## src/rtl/tt_bus_responder.sv

```systemverilog
// Bus-side responder for the tt_um_warriorjacq9 core: program fetch and register reads.
// Define BUSRESP_WRITEBACK_EN to implement the REG_WRITE (0100) request.
module tt_bus_responder #(
  parameter int DATA_W     = 4,
  parameter int PROG_DEPTH = 16,
  parameter int NREGS      = 16,
  localparam int AW        = $clog2(PROG_DEPTH)
) (
  input  logic              clk,
  input  logic              rst,
  input  logic [3:0]        busreq,
  input  logic [DATA_W-1:0] result_in,
  output logic [7:0]        instr_out,
  output logic [7:0]        data_out,
  output logic              ack,
  output logic              err,
  output logic [AW-1:0]     pc,
  input  logic              prog_we,
  input  logic [AW-1:0]     prog_addr,
  input  logic [7:0]        prog_data
);

  localparam logic [3:0] REQ_IDLE  = 4'b0000;
  localparam logic [3:0] REQ_RDREG = 4'b0001;
  localparam logic [3:0] REQ_FETCH = 4'b0010;
  localparam logic [3:0] REQ_NEXT  = 4'b0011;
`ifdef BUSRESP_WRITEBACK_EN
  localparam logic [3:0] REQ_WRREG = 4'b0100;
`endif

  localparam logic ST_IDLE   = 1'b0;
  localparam logic ST_ACTIVE = 1'b1;

  logic [7:0]        r_mem [PROG_DEPTH];
  logic [DATA_W-1:0] r_regs [NREGS];
  logic [3:0]        r_prev;
  logic [3:0]        r_sel;
  logic              r_state;
  logic [AW-1:0]     r_pc;
  logic [7:0]        r_instr;
  logic [7:0]        r_data;
  logic              r_ack;
  logic              r_err;

  logic [AW-1:0]     w_pc_nxt;
  logic [7:0]        w_byte;
  logic              w_new;

  assign w_pc_nxt = r_pc + 1'b1;
  assign w_byte   = r_mem[w_pc_nxt];

  // A held code is serviced once; a change to another nonzero code is new.
  always_comb begin
    w_new = 1'b0;
    if (r_state == ST_IDLE)
      w_new = (busreq != REQ_IDLE);
    else
      w_new = (busreq != REQ_IDLE) && (busreq != r_prev);
  end

  always_ff @(posedge clk) begin
    if (prog_we && !rst)
      r_mem[prog_addr] <= prog_data;
  end

  always_ff @(posedge clk) begin
    if (rst) begin
      r_prev  <= REQ_IDLE;
      r_state <= ST_IDLE;
      r_sel   <= 4'd0;
      r_pc    <= '1;
      r_instr <= 8'd0;
      r_data  <= 8'd0;
      r_ack   <= 1'b0;
      r_err   <= 1'b0;
      for (int i = 0; i < NREGS; i++)
        r_regs[i] <= '0;
    end else begin
      r_prev  <= busreq;
      r_state <= (busreq != REQ_IDLE) ? ST_ACTIVE : ST_IDLE;
      r_ack   <= 1'b0;
      if (w_new) begin
        case (busreq)
          REQ_FETCH: begin
            r_pc    <= w_pc_nxt;
            r_instr <= w_byte;
            r_ack   <= 1'b1;
          end
          REQ_NEXT: begin
            r_pc         <= w_pc_nxt;
            r_instr[7:4] <= w_byte[3:0];
            r_sel        <= w_byte[3:0];
            r_ack        <= 1'b1;
          end
          REQ_RDREG: begin
            r_data <= 8'(r_regs[r_sel]);
            r_ack  <= 1'b1;
          end
`ifdef BUSRESP_WRITEBACK_EN
          REQ_WRREG: begin
            r_regs[r_sel] <= result_in;
            r_ack         <= 1'b1;
          end
`endif
          default: r_err <= 1'b1;
        endcase
      end
    end
  end

`ifndef BUSRESP_WRITEBACK_EN
  logic w_unused;
  assign w_unused = ^result_in;
`endif

  assign instr_out = r_instr;
  assign data_out  = r_data;
  assign ack       = r_ack;
  assign err       = r_err;
  assign pc        = r_pc;

endmodule

```

## config.mk

```make
export PLATFORM = sky130hd
export DESIGN_NAME = tt_bus_responder
export DESIGN_NICKNAME = d
export VERILOG_FILES = /design/src/rtl/tt_bus_responder.sv
export SDC_FILE = /design/constraint.sdc
export NUM_CORES = 1
export LEC_CHECK = 0
export CORE_UTILIZATION = 55
export DETAILED_ROUTE_END_ITERATION = 12
export GPL_TIMING_DRIVEN = 0
export PLACE_DENSITY = 0.75
export SLEW_MARGIN = 10
export SYNTH_ARGS = -nofsm -noshare
export SYNTH_HDL_FRONTEND = slang
export SYNTH_SLANG_ARGS = --single-unit
```

## constraint.sdc

```tcl
create_clock -name clk -period 4.4 [get_ports clk]
set_input_delay 0.88 -clock clk [delete_from_list [all_inputs] [get_ports clk]]
set_output_delay 0.88 -clock clk [all_outputs]
set_load 0.03 [all_outputs]
```

; ---- Word-level counts from Yosys, hierarchy flattened
; Memory sizes are Yosys's and may differ from the RTL's.
; Cells that the tools add are included.
[op_classes]
eq_ne = 4
reduce_logical = 13
n_addsub = 1
n_bitwise = 2
muxes = 6
[ops]
columns = operator, count
row1 = 2-bit AND reduction, 5
row2 = 4-bit by 2-bit equality test with 1-bit output (second input constant), 2
row3 = 4-bit case mux with 2 select lines, 1
row4 = 1-bit two-way mux, 5
row5 = 4-bit by 1-bit adder with 4-bit output (second input constant), 1
row6 = 4-bit by 1-bit equality test with 1-bit output (second input constant), 1
row7 = 4-bit != test, 1
row8 = 4-bit nonzero test, 1
row9 = 2-bit OR reduction, 2
row10 = 3-bit OR reduction, 1
row11 = 1-bit logical AND, 2
row12 = 1-bit NOT, 2
row13 = 2-bit nonzero test, 1
row14 = 1-bit zero test, 1
[word_totals]
n_memories = 1
regBits = 23
in_bits = 23
out_inout_bits = 22
ramBits = 128
elab_cells = 35
[memory_table]
columns = name, depth, word_bits, read_ports, rd_clocked_by_memory_dff, wr, line
row1 = r_mem, 16, 8, 1, 0, 1, 34  ; logic [7:0] r_mem [PROG_DEPTH];

; ---- Depth between registers and ports, before layout
; Gate-level depths: netlist of the first run.
[depth]
ltp_word = 5
depth_mapped = 9
ltp_nobuf = 6

; ---- Worst setup path before layout of the first run
; No wires, ideal clock.
[synth_timing]
path_kind = reg-to-reg
from = register r_pc[0] (netlist: pc[0])
to = register r_instr[4] (netlist: instr_out[4])
required_time_ns = 4.283
slack_ns = 1.901
stages_incl_launch_ff = 8
setup_ns = 0.117
n_path_buf = 2
period_less_slack_ns = 2.499
arrival_time_ns = 2.382
cell_sequence = dfxtp_1 ha_1 buf_2 clkbuf_1 mux4_2 mux4_2 nand2b_1 a32o_1
[synth_via]
elab_chain_cells = 3
[synth_rtl]
columns = element, line
row1 = from (decl), 39  ; logic [AW-1:0] r_pc;
row2 = from (signal assigned), 85  ; r_pc <= w_pc_nxt;
row3 = from (signal assigned), 90  ; r_pc <= w_pc_nxt;
row4 = 4-bit by 1-bit adder with 4-bit output, 49  ; assign w_pc_nxt = r_pc + 1'b1;
row5 = net w_pc_nxt[1], 45  ; logic [AW-1:0] w_pc_nxt;
row6 = memory read 16 x 8 bit, --
row7 = 4-bit case mux with 2 select lines, 83  ; case (busreq)
row8 = to (signal assigned), 86  ; r_instr <= w_byte;
row9 = to (signal assigned), 91  ; r_instr[7:4] <= w_byte[3:0];
row10 = to (decl), 40  ; logic [7:0] r_instr;
; The timed path passes the listed nets, and every way through them passes these cells.
; A chain may end at the register's enable or synchronous reset.

; ---- Worst setup path after layout of the first run
; Ends and elaborated chain as after synthesis.

==> results of run 1 <==
sequential cells by signal (all words and copies together), names as in the netlist:
register,count
r_state,1
r_prev,4
pc,4
instr_out,8
r_mem,128
ack,1
err,1
layer usage:
layer / global-route usage [%] / vias up / part of all wire, % / wire length [µm]
li1: - / 1342 / - / -
met1: 28.86 / 1528 / 42 / 4603
met2: 34.58 / 125 / 51 / 5588
met3: 6.737 / 6 / 7.0 / 768
met4: 11.37 / 0 / 0.80 / 88
met5: 0 / - / 0 / 0
metrics by stage:
| step | utilization [%] | instance area [µm²] | cells | total power (W) | hold slack, ns |
|---|---|---|---|---|---|
| floorplan | - | 5869 | 318 | 0.001770 | 0.6159 |
| global placement | 61.60 | 6360 | 486 | 0.001867 | 0.4641 |
| detailed placement | 61.75 | 6375 | 486 | 0.001872 | 0.4681 |
| CTS | 67.66 | 6985 | 518 | 0.003360 | 0.4826 |
| global route | 67.71 | 6990 | 518 | 0.003430 | 0.5140 |
| finish | 67.71 | 6990 | 518 | 0.003335 | 0.4781 |
where the power goes:
group	switching (W)	internal (W)	leakage, nW
clock	0.000522	0.000967	0.298
combinational	0.000163	0.000134	0.754
sequential	0.00000983	0.00154	1.31
total	0.000694	0.00264	2.36
Yosys cell counts, types with 4 or more instances:
cell / n
edfxtp_1: 128
mux4_2: 31
nor2_1: 29
dfxtp_1: 19
nand2_1: 16
buf_4: 10
nand2b_1: 9
mux2i_1: 7
xnor2_1: 6
clkbuf_1: 5
mux4_1: 5
nor3_1: 4
worst register-to-register path: stages (launching register included):
cell	delay, ns
dfxtp_1	0.34
ha_1	0.28
buf_2	0.16
clkbuf_1	0.50
mux4_1	0.44
mux4_2	0.52
nand2b_1	0.18
a32o_1	0.26
kinds of logic after synthesis:
group / after synthesis / synth area share [%]
XOR/XNOR: 10 / 1.628
flip-flops: 147 / 72.29
adder cells (fa/ha/maj): 1 / 0.2141
other: 1 / 0.06418
AND/OR/NAND/NOR: 73 / 5.953
AO/OA/AOI/OAI: 16 / 2.077
buffers and inverters: 20 / 2.377
multiplexers: 43 / 15.40
worst paths after layout:
path                  endpoint  slack, ns
hold reg to reg   instr_out[7]       0.48
setup / recovery  instr_out[4]       1.61
setup reg to reg  instr_out[4]       1.61
hold / removal    instr_out[7]       0.48
area by class of cell:
type	count	area share, %
multi-input combinational	151	21.84
clock buffer	19	6.032
inverter	1	0.05370
buffer	19	1.933
sequential	147	60.43
clock inverter	13	2.703
timing repair buffer	32	4.582
tap	136	2.434
placed cells by master (no fill, tap or decap), drive strengths merged, types with 4 or more instances in the layout:
master / netlist / final
clkinv: 0 / 7
edfxtp: 128 / 128
xnor2: 7 / 7
clkbuf: 5 / 24
nand2b: 9 / 9
nor2: 29 / 29
mux4: 36 / 36
nand2: 16 / 16
buf: 14 / 14
nor3: 4 / 4
conb: 1 / 8
bufinv: 0 / 5
mux2i: 7 / 7
clkdlybuf4s50: 0 / 32
dfxtp: 19 / 19
==> out/results.ini, run 1 <==
[critical_path]
path_buf_inv = 2
crit_path_start = pc[0]
required_ns = 4.81
crit_cells = 7
reg2reg_from = pc[0]
path_max_fanout = 10
startpoint_type = flop
path_cells = ha_1 -> buf_2 -> clkbuf_1 -> mux4_1 -> mux4_2 -> nand2b_1 -> a32o_1
crit_family = multiplexers
critPathKind = flop to flop
crit_slowest_cell = mux4_2
critPathArrivalTime_ns = 3.20
reg2regPathDepth = 7
slowest_delay_ns = 0.52
cp-end-kind = flop

[route]
dr.first_iter.drc_count = 269
route.detailed.drc = 0
wl_um = 11050
first_pass_iters = 4
vias_per_cell = 5.793
via_count = 3001
detail_route.wl_per_cell_um = 21.33
antenna_left = 0

[floorplanning]
initial_core_util_pct = 56.60
io-pin-count = 45
die_x_um = 105.1
fp.dieH_um = 105.1
die_area_um2 = 11040
num_rows = 37
core_area_um2 = 10320

[clocking]
cts-root-buf = clkbuf_8
cts_tree = built
insertion_delay_ns = 0.52
htree_levels = 4
path_clk_slew_ns = 0.06
cts_buffers = 17
cts_resized = 0
postCtsSetupRepairBufs = 0
clk_path_buf_depth = 2
clock-sinks = 147
hold_buffers = 0

[min_path]
hold_path.class = flop to flop
min_from = instr_out[7]
min_path_cells = 1

[yosys]
yosysSeqAreaShare_pct = 72.29
yosysTopAreaCell = edfxtp_1
ys_types = 41
synthFlopType = edfxtp_1
synth_top_area_share_pct = 65.78
syn_area_per_cell_um2 = 18.79
yosys_warnings = 0
synth_edf_count = 128
synth_area_leaders = edfxtp_1 66%, mux4_2 12%, dfxtp_1 6.5%
syn-cell-area_um2 = 5843
ys_async_sr_fraction_pct = 0
syn_inst = 311
ys_ff_latch = 147

[layout]
seq_area_um2 = 4224
syn_to_final_growth_pct = 19.64
multi_input_area_um2 = 1526
drive_gt1_share_pct = 20.94
num_antenna_cells = 0
nNetsFinal = 393
fill_cells = 654

[place]
pre_cts_slack_ns = 1.058
dp_hpwl_um = 7010
numPortBuffers = 32
gp_congestion = 0.7937

[sta]
slew_headroom_pct = 37.51
setup_slack_ns = 1.607
fmax_mhz = 358.1
grt_setup_unrepaired = false
setup_viol = 0
finalMaxSlewViolations = 0
hold_viol = 0
skew_ns = 0.003853
tightest_slew_ns = 0.9338
period_needed_ns = 2.793
fin_setup_tns_ns = 0
fin_crit_sh_pct = 63.48

[grt]
antenna_found_initial = 0
grt_max_degree = 17
grt_pass1_vias = 3076
grt_usage_pct = 22.34
grt_pass1_wl_um = 17060
overflow = 0

[power]
p_per_area_nw_per_um2 = 477.0
p_leak_nw = 2.361
ir_drop_uv = 228.9

[run_status]
outcome = complete, no violations

[flow_run]
cap_violations = 0

No activity file was read; power rests on OpenSTA's default activity.
==> inputs of run 2 (changes only) <==
==> constraint.sdc (replaced) <==
create_clock -name clk -period 2.8 [get_ports clk]
set_input_delay 0.56 -clock clk [delete_from_list [all_inputs] [get_ports clk]]
set_output_delay 0.56 -clock clk [all_outputs]
set_load 0.03 [all_outputs]
==> run 2 against run 1 <==
Clock power increased by 57%. Design area about the same. Critical path depth increased by 2. Global-route usage unchanged. Largest power group unchanged. Critical path type unchanged. Critical endpoint is now instr_out[6]. Via count increased by 0.27%. First-iteration DRC count unchanged. Final cell count unchanged. Setup slack got worse by 1.5 ns. Sequential power increased by 57%.
==> out/results.ini, run 2 (synthesized netlist as in run 1, its figures left out) <==
[clocking]
path_clk_slew_ns = 0.06  ; about the same
clock-sinks = 147  ; unchanged
cts_buffers = 17  ; unchanged
postCtsSetupRepairBufs = 0  ; unchanged
hold_buffers = 0  ; unchanged
insertion_delay_ns = 0.52  ; about the same
cts_resized = 1  ; was 0
cts-root-buf = clkbuf_8  ; unchanged
cts_tree = built  ; unchanged
clk_path_buf_depth = 2  ; unchanged
htree_levels = 4  ; unchanged

[sta]
fmax_mhz = 373.3  ; was 358.1 MHz
period_needed_ns = 2.679  ; was 2.793 ns
skew_ns = 0.003967  ; was 0.003853 ns
fin_crit_sh_pct = 95.68  ; was 63.48%
tightest_slew_ns = 0.9232  ; was 0.9338 ns
fin_setup_tns_ns = 0  ; unchanged
finalMaxSlewViolations = 0  ; unchanged
whs_ns = 0.4780  ; was 0.4781 ns
slew_headroom_pct = 38.23  ; was 37.51%
hold_viol = 0  ; unchanged
setup_viol = 0  ; unchanged
grt_setup_unrepaired = false  ; unchanged

[critical_path]
reg2reg_from = pc[0]  ; unchanged
crit_path_start = pc[0]  ; unchanged
startpoint_type = flop  ; unchanged
reg2reg_slack_ns = 0.12  ; was 1.61 ns
path_cells = ha_1 -> buf_2 -> clkbuf_1 -> buf_2 -> mux4_2 -> mux2i_1 -> mux2i_1 -> nand2_1 -> a211oi_1  ; was ha_1 -> buf_2 -> clkbuf_1 -> mux4_1 -> mux4_2 -> nand2b_1 -> a32o_1
required_ns = 3.19  ; was 4.81 ns
path_max_fanout = 10  ; unchanged
slowest_delay_ns = 0.51  ; was 0.52 ns
crit_end = instr_out[6]  ; was instr_out[4]
critPathKind = flop to flop  ; unchanged
reg2regPathDepth = 9  ; was 7
critPathArrivalTime_ns = 3.07  ; was 3.20 ns
cp-end-kind = flop  ; unchanged
reg2reg_to = instr_out[6]  ; was instr_out[4]
crit_slowest_cell = clkbuf_1  ; was mux4_2

[floorplanning]
initial_core_util_pct = 56.60  ; unchanged
fp.dieH_um = 105.1  ; unchanged
die_x_um = 105.1  ; unchanged
core_area_um2 = 10320  ; unchanged
die_area_um2 = 11040  ; unchanged
io-pin-count = 45  ; unchanged
num_rows = 37  ; unchanged

[layout]
num_antenna_cells = 0  ; unchanged
multi_input_area_um2 = 1526  ; unchanged
nNetsFinal = 393  ; unchanged
final_core_util_pct = 67.73  ; was 67.71%
layout_commonest_cell = edfxtp_1  ; unchanged
largest_reg_flops = 128  ; unchanged
regMostFlops = r_mem  ; unchanged
drive_gt1_share_pct = 21.20  ; was 20.94%
syn_to_final_growth_pct = 19.66  ; was 19.64%
fill_cells = 653  ; was 654
final_cell_mix = 128 x edfxtp_1, 32 x clkdlybuf4s50_1, 31 x mux4_2, 29 x nor2_1, 19 x dfxtp_1  ; unchanged
seq_area_um2 = 4224  ; unchanged
instances_no_fill = 518  ; unchanged

[route]
first_pass_iters = 4  ; unchanged
vias_per_cell = 5.809  ; was 5.793
route.detailed.drc = 0  ; unchanged
dr.first_iter.drc_count = 269  ; unchanged
antenna_left = 0  ; unchanged
via_count = 3009  ; was 3001
wl_um = 11070  ; was 11050 µm
detail_route.wl_per_cell_um = 21.36  ; was 21.33 µm

[grt]
grt_usage_pct = 22.34  ; unchanged
grt_pass1_wl_um = 17060  ; unchanged
overflow = 0  ; unchanged
antenna_found_initial = 0  ; unchanged
grt_max_degree = 17  ; unchanged
grt_pass1_vias = 3076  ; unchanged

[flow_run]
cap_violations = 0  ; unchanged

[place]
gp_congestion = 0.7937  ; unchanged
dp_cells = 486  ; unchanged
numPortBuffers = 32  ; unchanged
dp_hpwl_um = 7010  ; unchanged

[min_path]
hold_path.class = flop to flop  ; unchanged

[power]
ir_drop_uv = 359.5  ; was 228.9 µV
p_per_area_nw_per_um2 = 749.4  ; was 477.0 nW/µm²
p_leak_nw = 2.365  ; was 2.361 nW
total_power_w = 0.005240  ; was 0.003335 W

[run_status]
outcome = complete, no violations  ; unchanged

run 2: report_power, final:
group | internal, W | switching [W]
clock | 0.00152 | 0.000819
combinational | 0.000211 | 0.000256
sequential | 0.00242 | 0.0000154
total | 0.00415 | 0.00109
run 2: routing by layer:
metal,routed length (µm),GRT usage (%)
met1,4614,28.86
met2,5621,34.58
met3,758,6.737
met4,72,11.37
met5,0,0
run 2: layout make-up:
cell class                      instances  area share (%)
Sequential cell                       147           60.42
Tap cell                              136           2.434
Clock buffer                           19           6.031
Clock inverter                         13           2.702
Multi-Input combinational cell        151           21.83
Buffer                                 19           1.951
Timing Repair Buffer                   32           4.581
Inverter                                1         0.05369
run 2: metrics by stage:
step	area [µm²]	setup WS [ns]
2_1_floorplan	5869	0.3007
3_3_place_gp	6360	-0.3713
3_5_place_dp	6375	-0.2221
6_report	6992	0.1209
5_1_grt	6992	0.006820
4_1_cts	6987	0.1133
run 2: critical path: cells and delay by family, from the launching register on:
| kind | cells | cell delay, ns |
|---|---|---|
| compound gates | 1 | 0.07 |
| fa+ha+maj | 1 | 0.28 |
| buf+inv | 3 | 1.09 |
| flops | 1 | 0.34 |
| mux | 3 | 0.68 |
| simple gates | 1 | 0.10 |
run 2: worst min-delay path by stage:
| stage | from | to | cells past startpoint |
|---|---|---|---|
| after floorplan | r_state | ack | 3 |
| after global placement | err | err | 1 |
| after detailed placement | instr_out[7] | instr_out[7] | 1 |
| after CTS | instr_out[7] | instr_out[7] | 1 |
| after global routing | instr_out[5] | instr_out[5] | 1 |
| final | instr_out[7] | instr_out[7] | 1 |
